$ cat src/rtl/sd_stream_residue_accumulator.sv
// Streams signed-digit operands into a carry-save residue (R+x or 2R+x), then converts once to two's complement.
// Result valid two edges after the last beat; input stalls during convert/hold, result holds until out_ready.
module sd_stream_residue_accumulator #(
  parameter  int BITS  = 64,
  parameter  int GUARD = 4,
  localparam int W     = BITS + GUARD
) (
  input  logic            clk,
  input  logic            reset,
  input  logic            in_valid,
  output logic            in_ready,
  input  logic            in_last,
  input  logic            acc_mode,
  input  logic [BITS-1:0] x_plus,
  input  logic [BITS-1:0] x_minus,
  output logic            out_valid,
  input  logic            out_ready,
  output logic [W-1:0]    result,
  output logic            compare,
  output logic            overflow
);

  // Two extra digits: while the running value stays in W-bit range, one more
  // double-and-add step cannot leave this width, so overflow is seen exactly.
  localparam int RW = W + 2;
  localparam logic signed [RW-1:0] MAX_V = {3'b000, {(W-1){1'b1}}};
  localparam logic signed [RW-1:0] MIN_V = {3'b111, {(W-1){1'b0}}};

  typedef enum logic [1:0] {IDLE, ACCUM, CONVERT, HOLD} state_t;

  state_t        state_q, state_d;
  logic [RW-1:0] rs_q, rc_q;
  logic          mode_q;
  logic          accept;

  logic [RW-1:0] base_s, base_c, xp_ext, xm_inv;
  logic [RW-1:0] s1, maj1, c1, s2, maj2, c2;
  logic signed [RW-1:0] val_nxt;
  logic          ovf_nxt;
  logic [W-1:0]  conv;

  assign accept = in_valid && in_ready;

  always_ff @(posedge clk) begin
    if (reset) state_q <= IDLE;
    else       state_q <= state_d;
  end

  always_comb begin
    state_d   = state_q;
    in_ready  = 1'b0;
    out_valid = 1'b0;
    case (state_q)
      IDLE: begin
        in_ready = 1'b1;
        if (in_valid) state_d = in_last ? CONVERT : ACCUM;
      end
      ACCUM: begin
        in_ready = 1'b1;
        if (in_valid && in_last) state_d = CONVERT;
      end
      CONVERT: state_d = HOLD;
      HOLD: begin
        out_valid = 1'b1;
        if (out_ready) state_d = IDLE;
      end
      default: state_d = IDLE;
    endcase
  end

  // Two 3:2 compressor rows: s+c+x_plus+~x_minus+1. The +1 rides in the free
  // LSB slot of the first carry row, so no carry chain touches the residue.
  always_comb begin
    xp_ext = {{(RW-BITS){1'b0}}, x_plus};
    xm_inv = ~{{(RW-BITS){1'b0}}, x_minus};
    base_s = '0;
    base_c = '0;
    if (state_q != IDLE) begin
      base_s = mode_q ? {rs_q[RW-2:0], 1'b0} : rs_q;
      base_c = mode_q ? {rc_q[RW-2:0], 1'b0} : rc_q;
    end
    s1      = base_s ^ base_c ^ xp_ext;
    maj1    = (base_s & base_c) | (base_s & xp_ext) | (base_c & xp_ext);
    c1      = {maj1[RW-2:0], 1'b1};
    s2      = s1 ^ c1 ^ xm_inv;
    maj2    = (s1 & c1) | (s1 & xm_inv) | (c1 & xm_inv);
    c2      = {maj2[RW-2:0], 1'b0};
    val_nxt = $signed(s2 + c2);
    ovf_nxt = (val_nxt > MAX_V) || (val_nxt < MIN_V);
    conv    = rs_q[W-1:0] + rc_q[W-1:0];
  end

  always_ff @(posedge clk) begin
    if (reset) begin
      rs_q     <= '0;
      rc_q     <= '0;
      mode_q   <= 1'b0;
      overflow <= 1'b0;
      result   <= '0;
      compare  <= 1'b0;
    end else begin
      if (accept) begin
        rs_q <= s2;
        rc_q <= c2;
        if (state_q == IDLE) begin
          mode_q   <= acc_mode;
          overflow <= ovf_nxt;
        end else begin
          overflow <= overflow | ovf_nxt;
        end
      end
      if (state_q == CONVERT) begin
        result  <= conv;
        compare <= conv[W-1];
      end
    end
  end

endmodule

$ cat config.mk
export PLATFORM = sky130hd
export DESIGN_NAME = sd_stream_residue_accumulator
export DESIGN_NICKNAME = d
export VERILOG_FILES = /design/src/rtl/sd_stream_residue_accumulator.sv
export SDC_FILE = /design/constraint.sdc
export NUM_CORES = 1
export LEC_CHECK = 0
export CAP_MARGIN = 20
export CORE_MARGIN = 2
export CORE_UTILIZATION = 55
export DETAILED_ROUTE_END_ITERATION = 10
export GPL_ROUTABILITY_DRIVEN = 0
export HOLD_SLACK_MARGIN = 0.05
export PLACE_DENSITY = 0.78
export SLEW_MARGIN = 20
export SYNTH_ARGS = -nofsm -noshare
export SYNTH_HDL_FRONTEND = slang
export SYNTH_SLANG_ARGS = --single-unit
export TNS_END_PERCENT = 10
$ cat constraint.sdc
create_clock -name clk -period 8.2 [get_ports clk]
set_input_delay 1.64 -clock clk [delete_from_list [all_inputs] [get_ports clk]]
set_output_delay 1.64 -clock clk [all_outputs]
set_load 0.01 [all_outputs]
==> results.txt, run 1 <==
Seq. cell area = 4228 um2
Worst setup path start = state_q[0]$_SDFFE_PP0P_
Flop2flop setup slack = 2120 ps
Post-synth top area cell = dfxtp_1
Startpoint Class = register
All-layer global routing usage = 0.3026
DR iter-0 viols = 1518
Most frequent cells in the layout = nand2_1, nor2_1, a21oi_1, dfxtp_1, clkdlybuf4s50_1
Crit-path leading delay family = compound AO/OA/AOI/OAI gates
Nets = 2785
Min Tclk post-route = 6077 ps
Setup Skew = 12.47 ps
Final antenna-violating net count = 0
Via Count = 17050
FF-to-FF Start = state_q[0]$_SDFFE_PP0P_
Post-route setup TNS = 0 ps
WP buf/inv = 3
Unique cell type count in the Yosys netlist = 71
Worst Hold End = result[55]$_SDFFE_PP0P_
Commonest non-fill, non-tap cell in the layout = nand2_1
Top cells by area, synth = dfxtp_1, fa_1, ha_1
H-tree Lvls = 1
Util after Layout = 0.6568
Pwr per Cell Area = 339.5 nW/um2
DR WL/cell = 18.96 um
Min-delay src = result[55]$_SDFFE_PP0P_
Worst R2R Path Depth = 18
Die Y = 186.7 um
Pre-CTS setup slack = 1748 ps
DRC = 0
Num rows = 66
Post-synth ARST share = 0
Area of the multi-input gates = 13100 um2
Total power = 7.291 mW
Final Hold Viols = 0
Period utilisation layout = 0.7411
Hold WC Path Type = register to register
Reg2reg end = overflow$_SDFFE_PP0P_
Vias in the first global route = 16790
Setup Viol. Count Final = 0
CTS Root Cell = clkbuf_16
Min-Delay Path Depth = 2
Post-CTS Setup Bufs = 0
Vias per inst = 6.019
Post-synth EDFFs = 0
Synthesis-to-finish area growth = 16.99%
First-pass GRT wire length = 87.04 mm
Final Worst Setup Slack = 2123 ps
WS Path Type = register to register
Worst-case clock buffer depth = 3
Final WL = 53.70 mm
Largest net degree at the start of global routing = 105
CP Data Arrival Time = 6520 ps
Status = complete, no violations
Initial antenna violation count = 1
CP Capture Type = register
Share of layout cells above drive strength 1 = 0.04018
Core area = 32700 um2
Initial core utilization = 0.5614
# fillers = 2696
Synthesized Nets = 2660
Post-CTS sizing = 0
Total of warnings raised by yosys = 0
Clk slew on worst S/H paths = 60 ps
Dpl hpwl = 40.78 mm
CP Data Required Time = 8640 ps
Slew Viols, Final = 0
Worst ir drop on vdd = 0.2038 mV
Sequential area share after synthesis = 0.2301
Yosys reg bits = 211
Clock Sinks = 211
Max FO, Critical Path = 84
Buffers on Ports = 205
Worst stage delay on the critical path = 730 ps
Relative slew slack = 0.2525
Die footprint = 34860 um2
Chip width = 186.7 um
Slowest cell on the critical path = ha_4
Worst-Margin Slew = 1121 ps
Global route overflow = 0
I/O pins = 206
Post-synth top area share = 0.2301
Hold-fix buffers at CTS = 0
Crit path cell chain = inv_1, ha_4, buf_4, buf_4, nor2_1, fa_1, fa_1, ha_1, a21oi_1, o21ai_0, a41oi_1, nand3_1, a221oi_1, a311oi_2, mux2i_1, a2111oi_4, nor3_1, o41ai_2
Leak = 9.048 nW
Clock Latency Late Sink = 540 ps
RSZ-0062 raised after global routing = false
Synthesized netlist cell count = 2247
Ys flop type = dfxtp_1
Max Fclk = 164.6 MHz
CTS buffer count = 26
CTS tree = yes
Mean Syn Cell Area = 8.170 um2
Drt first pass iters = 6
Mapped Area = 18360 um2
Max-Cap Viols = 0
stage by stage:
stage / hold WS [ps] / std cells / cell area [um2]
global placement: 443.8 / 2786 / 20620
CTS: 459.6 / 2831 / 21480
floorplan: 447.8 / 2247 / 18360
finish: 452.2 / 2832 / 21480
global route: 470.6 / 2831 / 21480
detailed placement: 447.5 / 2786 / 20620
kinds of logic (layout without fill, tap and decap cells):
logic type	Yosys count	count (layout)	synth area share
and+or+nand+nor	718	718	0.1687
buffers and inverters	279	421	0.05773
xor gates and xnor gates	60	60	0.02862
muxes	160	160	0.08724
other	0	1	0
AOI/OAI and AO/OA	540	540	0.1852
adders and majority gates	279	279	0.2425
DFF	211	211	0.2301
registers in the layout (all words and copies together), names as in the netlist:
register	count
rs_q	70
rc_q	69
result	68
state_q	2
mode_q	1
overflow	1
Yosys cell counts (9+ instances only):
cell type and n:
xnor2_1 34, o21bai_1 18, nor2_1 255, fa_1 128, a31oi_1 12, buf_1 16
a21oi_1 219, nand2_1 292, xor2_1 26, a21o_1 65, o21ai_0 82, mux2i_1 160
nand4_1 27, nand3_1 33, or2_2 27, and3_1 13, clkbuf_1 103, dfxtp_1 211
a211oi_1 63, o211ai_1 9, nor3_1 20, inv_1 157, ha_1 151
metal layers:
| metal | vias to the layer above | track usage | share of wire |
|---|---|---|---|
| li1 | 8006 | - | - |
| met1 | 8095 | 0.4032 | 0.42 |
| met2 | 776 | 0.4821 | 0.45 |
| met3 | 169 | 0.05398 | 0.086 |
| met4 | 0 | 0.1340 | 0.046 |
| met5 | - | 0 | 0 |
area by class of cell:
class	count	share of cell area
clock inverter	9	0.005709
tap	442	0.02575
inverter	157	0.02744
antenna	1	0.0001165
timing repair buffer	219	0.1005
sequential	211	0.1968
clock buffer	36	0.03396
multi-input combinational	1757	0.6097
tightest hold or removal path, stage by stage, from the launching register on:
cell and delay, ps:
dfxtp_1 320, nand2_1 50, o31ai_1 50
how the worst max path moves through the flow:
stage,endpoint,depth (start not counted)
global placement,overflow$_SDFFE_PP0P_,14
finish,overflow$_SDFFE_PP0P_,18
floorplan,overflow$_SDFFE_PP0P_,18
global route,overflow$_SDFFE_PP0P_,18
CTS,overflow$_SDFFE_PP0P_,18
detailed placement,overflow$_SDFFE_PP0P_,14
report_power, final:
| group | switching [mW] | total (mW) | internal (mW) |
|---|---|---|---|
| clock | 0.473 | 1.18 | 0.710 |
| combinational | 2.63 | 4.45 | 1.83 |
| sequential | 0.336 | 1.65 | 1.32 |
(Power assumes the default switching activity.)
==> run 2: changes to the inputs <==
--- a/config.mk
+++ b/config.mk
@@ -7,11 +7,11 @@
 export LEC_CHECK = 0
 export CAP_MARGIN = 20
 export CORE_MARGIN = 2
-export CORE_UTILIZATION = 55
+export CORE_UTILIZATION = 53
 export DETAILED_ROUTE_END_ITERATION = 10
 export GPL_ROUTABILITY_DRIVEN = 0
 export HOLD_SLACK_MARGIN = 0.05
-export PLACE_DENSITY = 0.78
+export PLACE_DENSITY = 0.79
 export SLEW_MARGIN = 20
 export SYNTH_ARGS = -nofsm -noshare
 export SYNTH_HDL_FRONTEND = slang
==> constraint.sdc (replaced) <==
create_clock -name clk -period 5.2 [get_ports clk]
set_input_delay 1.04 -clock clk [delete_from_list [all_inputs] [get_ports clk]]
set_output_delay 1.04 -clock clk [all_outputs]
set_load 0.01 [all_outputs]
==> results.txt, run 2 (synthesis results as in run 1) <==
Die Y = 190.1 um
# fillers = 2802
Clock Latency Late Sink = 560 ps
Area of the multi-input gates = 13180 um2
Post-route cell area = 22160 um2
Initial antenna violation count = 3
Post-route setup TNS = 0 ps
I/O pins = 206
Largest regs = rs_q: 70 flops, rc_q: 69 flops, result: 68 flops
All-layer global routing usage = 0.3017
Seq. cell area = 4228 um2
WS Path Type = input port to register
Hold-fix buffers at CTS = 0
Slew Viols, Final = 0
Chip width = 190.1 um
DR WL/cell = 19.03 um
Max FO, Critical Path = 4
Hold WC Path Type = register to register
Worst-case clock buffer depth = 3
Initial core utilization = 0.5354
Share of layout cells above drive strength 1 = 0.06538
Dpl hpwl = 41.95 mm
Total power = 12.28 mW
Nets = 2826
Period utilisation layout = 0.9651
DR iter-0 viols = 1542
Max-Cap Viols = 0
Dpl cell area = 21020 um2
Largest net degree at the start of global routing = 173
Final antenna-violating net count = 0
Num rows = 68
Top reg by flops = rs_q
First-pass GRT wire length = 87.93 mm
WP buf/inv = 1
Slowest cell on the critical path = fa_1
Util after Layout = 0.6462
Commonest non-fill, non-tap cell in the layout = nand2_1
Most used cell along the critical path = fa_1
Crit-path leading delay family = adder cells
Die footprint = 36140 um2
Worst-Margin Slew = 1134 ps
CTS Root Cell = clkbuf_16
Status = complete, no violations
Clock Sinks = 211
CP Capture Type = register
Crit path cell chain = clkdlybuf4s50_1, fa_1, fa_1, ha_4, and4_1, nand4_1, or4_4, nor4_4, o21ai_2, a311oi_2, mux2i_1, a2111oi_4, and3_1, o41ai_2
CP Data Arrival Time = 5480 ps
Min Tclk post-route = 5019 ps
Relative slew slack = 0.2414
Vias per inst = 5.976
Final Hold Viols = 0
Pwr per Cell Area = 554.1 nW/um2
Clk slew on worst S/H paths = 60 ps
CTS buffer count = 26
DRC = 0
Setup Viol. Count Final = 0
Leak = 9.388 nW
Setup Skew = 27.27 ps
Synthesis-to-finish area growth = 20.69%
Worst ir drop on vdd = 0.4065 mV
CP Data Required Time = 5660 ps
Startpoint Class = input port
Global route overflow = 0
Max Fclk = 199.3 MHz
CTS tree = yes
H-tree Lvls = 1
Via Count = 17260
Fin Hold WS = 454.1 ps
Number of flip-flops in the largest register = 70
Worst stage delay on the critical path = 600 ps
Final WL = 54.97 mm
Buffers on Ports = 205
Vias in the first global route = 16960
Drt first pass iters = 6
Core area = 34290 um2
Most frequent cells in the layout = nand2_1, nor2_1, a21oi_1, dfxtp_1, clkdlybuf4s50_1
[run 2: changes by cell type in the layout (fill, tap and decap cells not counted), sizes merged]
cell / before / now
bufinv: 3 / 7
dlymetal6s2s: 0 / 1
clkbuf: 36 / 33
clkdlybuf4s50: 204 / 203
buf: 15 / 56
clkinv: 5 / 6
[run 2: tightest hold or removal path, cell delays in order, from the launching register on]
cell,delay (ps)
dfxtp_1,320
nand2_1,50
o31ai_1,50
[run 2: worst paths after layout]
kind / start / to / slack, ps / cells past startpoint
hold reg to reg: result[55]$_SDFFE_PP0P_ / result[55]$_SDFFE_PP0P_ / 450 / 2
setup reg to reg: state_q[1]$_SDFFE_PP0P_ / overflow$_SDFFE_PP0P_ / 180 / 17
hold / removal: result[55]$_SDFFE_PP0P_ / result[55]$_SDFFE_PP0P_ / 450 / 2
setup / recovery: x_plus[42] / overflow$_SDFFE_PP0P_ / 180 / 14
[run 2: layer usage]
layer / vias to the layer above / part of all wire / track usage
met5: - / 0.00062 / 0
met4: 6 / 0.045 / 0.1267
met3: 154 / 0.080 / 0.05497
met2: 776 / 0.46 / 0.4937
met1: 8231 / 0.41 / 0.3925
li1: 8091 / - / -
[run 2: what timing repair did]
item	CTS	global route
endpoints found under the setup margin	1	1
buffers inserted	1	1
cloned	0	0
resized for setup	3	26
pin swaps	0	4
[run 2: layout make-up]
cell class	count	share of cell area
well taps	455	0.02569
repair buffers	260	0.1166
inverters	157	0.02660
flip-flops and latches	211	0.1908
clock buffers	33	0.03371
multi-input cells	1757	0.5946
clock inverters	14	0.01186
diodes	1	0.0001129
[run 2: stage by stage]
step	instances	setup slack [ps]
2_1_floorplan	2247	31.94
3_3_place_gp	2838	-438.5
3_5_place_dp	2838	-564.5
4_1_cts	2886	16.21
5_1_grt	2887	-11.08
6_report	2888	181.3
[run 2: report_power, final]
group	switching [mW]	leakage, nW	total [mW]	internal [mW]
clock	0.758	0.496	2.12	1.36
combinational	4.37	7.17	7.59	3.23
sequential	0.490	1.73	2.57	2.08
==> run 3: changes to the inputs <==
--- a/config.mk
+++ b/config.mk
@@ -7,11 +7,12 @@
 export LEC_CHECK = 0
 export CAP_MARGIN = 20
 export CORE_MARGIN = 2
-export CORE_UTILIZATION = 53
+export CORE_UTILIZATION = 55
 export DETAILED_ROUTE_END_ITERATION = 10
+export DONT_BUFFER_PORTS = 1
 export GPL_ROUTABILITY_DRIVEN = 0
 export HOLD_SLACK_MARGIN = 0.05
-export PLACE_DENSITY = 0.79
+export PLACE_DENSITY = 0.73
 export SLEW_MARGIN = 20
 export SYNTH_ARGS = -nofsm -noshare
 export SYNTH_HDL_FRONTEND = slang
==> results.txt, run 3 (synthesis results as in run 1) <==
Post-route cell area = 20100 um2
H-tree Lvls = 1
Worst Hold End = rs_q[69]$_SDFFE_PP0P_
Synthesis-to-finish area growth = 9.507%
Relative slew slack = 0.3599
Clock power share = 0.169
CP Capture Type = register
CP Data Required Time = 5640 ps
Slew Viols, Final = 0
Top reg by flops = rs_q
Min-delay src = rs_q[69]$_SDFFE_PP0P_
Clock Latency Late Sink = 540 ps
Sequential share of power = 0.226
Dpl cell area = 18770 um2
Slowest cell on the critical path = fa_1
Final WL = 54.75 mm
All-layer global routing usage = 0.3060
Sw Ratio = 0.4739
Area of the multi-input gates = 13210 um2
Worst R2R Path Depth = 19
# fillers = 2913
First-pass GRT wire length = 86.82 mm
Seq. cell area = 4229 um2
CP Data Arrival Time = 5430 ps
Min Tclk post-route = 4993 ps
Hold WC Path Type = register to register
Final antenna-violating net count = 0
Share of layout cells above drive strength 1 = 0.06976
RSZ-0062 raised after global routing = false
Number of flip-flops in the largest register = 70
Die footprint = 34860 um2
DR WL/cell = 20.55 um
Worst ir drop on vdd = 0.5230 mV
WS Path Type = register to register
Clock Sinks = 211
DR iter-0 viols = 1278
I/O pins = 206
Crit path cell chain = inv_1, ha_4, buf_12, buf_16, or2_2, fa_1, fa_1, inv_1, ha_1, a21o_1, a211oi_1, o21ai_0, a211oi_1, nor2_1, o31ai_1, a21oi_1, xnor2_1, and3_1, o41ai_2
Dpl hpwl = 40.72 mm
Buffers on Ports = 0
Via Count = 16350
Final Hold Viols = 0
Most frequent cells in the layout = nand2_1, nor2_1, a21oi_1, dfxtp_1, mux2i_1
Worst-Margin Slew = 960.2 ps
Fin Hold WS = 481.0 ps
Max FO, Critical Path = 23
Max-Cap Viols = 0
Die Y = 186.7 um
Worst stage delay on the critical path = 550 ps
Comb power frac = 0.605
Flop2flop setup slack = 210 ps
Setup Skew = 9.393 ps
Max Fclk = 200.3 MHz
Leak = 8.590 nW
Largest regs = rs_q: 70 flops, rc_q: 69 flops, result: 68 flops
CTS tree = yes
Global route overflow = 0
Startpoint Class = register
Chip width = 186.7 um
Clk slew on worst S/H paths = 60 ps
Drt first pass iters = 5
Core area = 32700 um2
DRC = 0
Initial core utilization = 0.5614
FF-to-FF Start = state_q[0]$_SDFFE_PP0P_
Internal = 6.184 mW
Min-Delay Path Depth = 2
Largest net degree at the start of global routing = 196
Period utilisation layout = 0.9602
CTS buffer count = 26
Vias per inst = 6.135
Initial antenna violation count = 2
CTS Root Cell = clkbuf_16
Sw Pwr = 5.570 mW
Commonest non-fill, non-tap cell in the layout = nand2_1
Num rows = 66
Hold-fix buffers at CTS = 0
Worst-case clock buffer depth = 3
Setup Viol. Count Final = 0
Vias in the first global route = 16200
Reg2reg end = overflow$_SDFFE_PP0P_
Nets = 2616
Status = complete, no violations
Pwr per Cell Area = 584.6 nW/um2
[run 3: cell types whose count changed in the layout (fill, tap and decap cells not counted), moves of 2 or more]
cell / before / now
clkdlybuf4s50_1: 203 / 0
clkbuf_8: 7 / 3
o311ai_1: 2 / 0
bufinv_16: 7 / 4
buf_6: 3 / 1
buf_4: 44 / 36
nor2_1: 254 / 252
clkbuf_16: 26 / 31
nor2_2: 1 / 3
clkbuf_1: 0 / 3
buf_12: 8 / 4
clkinvlp_4: 1 / 3
buf_16: 0 / 4
[run 3: cell type report]
class | instances | area share
multi-input cells | 1757 | 0.6569
flip-flops and latches | 211 | 0.2104
clock buffers | 34 | 0.03747
repair buffers | 50 | 0.02956
inverters | 157 | 0.02931
well taps | 442 | 0.02751
clock inverters | 13 | 0.008775
diodes | 1 | 0.0001245
[run 3: what timing repair did]
item	in CTS	in global routing
cloned	1	3
setup endpoints to repair	1	1
pin swaps	1	5
setup buffers	1	16
resized for setup	8	25
[run 3: power by group through the flow]
stage / clock network, mW / registers [mW] / logic (mW)
floorplan: 0 / 2.48 / 4.98
global placement: 0 / 2.66 / 6.37
detailed placement: 0 / 2.67 / 6.58
CTS: 2.01 / 2.64 / 6.70
global route: 2.07 / 2.70 / 7.83
finish: 1.98 / 2.65 / 7.12
[run 3: critical path, delay by kind of cell (launching register included)]
| family | cells | cell delay [ps] |
|---|---|---|
| AOI/OAI and AO/OA | 7 | 1740 |
| xor gates and xnor gates | 1 | 170 |
| adders and majority gates | 4 | 1600 |
| buffers and inverters | 4 | 480 |
| DFF | 1 | 330 |
| and+or+nand+nor | 3 | 570 |
[run 3: worst max path at each step]
stage | startpoint | to | cells after the start | slack, ps
2_1_floorplan | mode_q$_SDFFE_PP0P_ | overflow$_SDFFE_PP0P_ | 18 | 30
5_1_grt | state_q[0]$_SDFFE_PP0P_ | overflow$_SDFFE_PP0P_ | 21 | 20
6_report | state_q[0]$_SDFFE_PP0P_ | overflow$_SDFFE_PP0P_ | 19 | 210
3_5_place_dp | state_q[0]$_SDFFE_PP0P_ | overflow$_SDFFE_PP0P_ | 19 | -230
4_1_cts | mode_q$_SDFFE_PP0P_ | overflow$_SDFFE_PP0P_ | 16 | 50
3_3_place_gp | state_q[0]$_SDFFE_PP0P_ | overflow$_SDFFE_PP0P_ | 19 | -210
[run 3: metrics by stage]
stage	TNS, ps	std cells	total power, mW	util	setup slack (ps)
6_report	0	2665	11.75	0.6148	206.9
5_1_grt	0	2665	12.60	0.6148	23.67
4_1_cts	0	2644	11.35	0.6045	47.34
3_5_place_dp	-232.2	2595	9.252	0.5738	-232.2
3_3_place_gp	-210.5	2595	9.027	0.5738	-210.5
2_1_floorplan	0	2247	7.456	-	31.94
[run 3: per-layer routing]
layer / vias up / track usage / part of all wire
met5: - / 0 / 0
met4: 0 / 0.1337 / 0.047
met3: 137 / 0.06677 / 0.083
met2: 724 / 0.4870 / 0.45
met1: 7815 / 0.4009 / 0.42
li1: 7675 / - / -
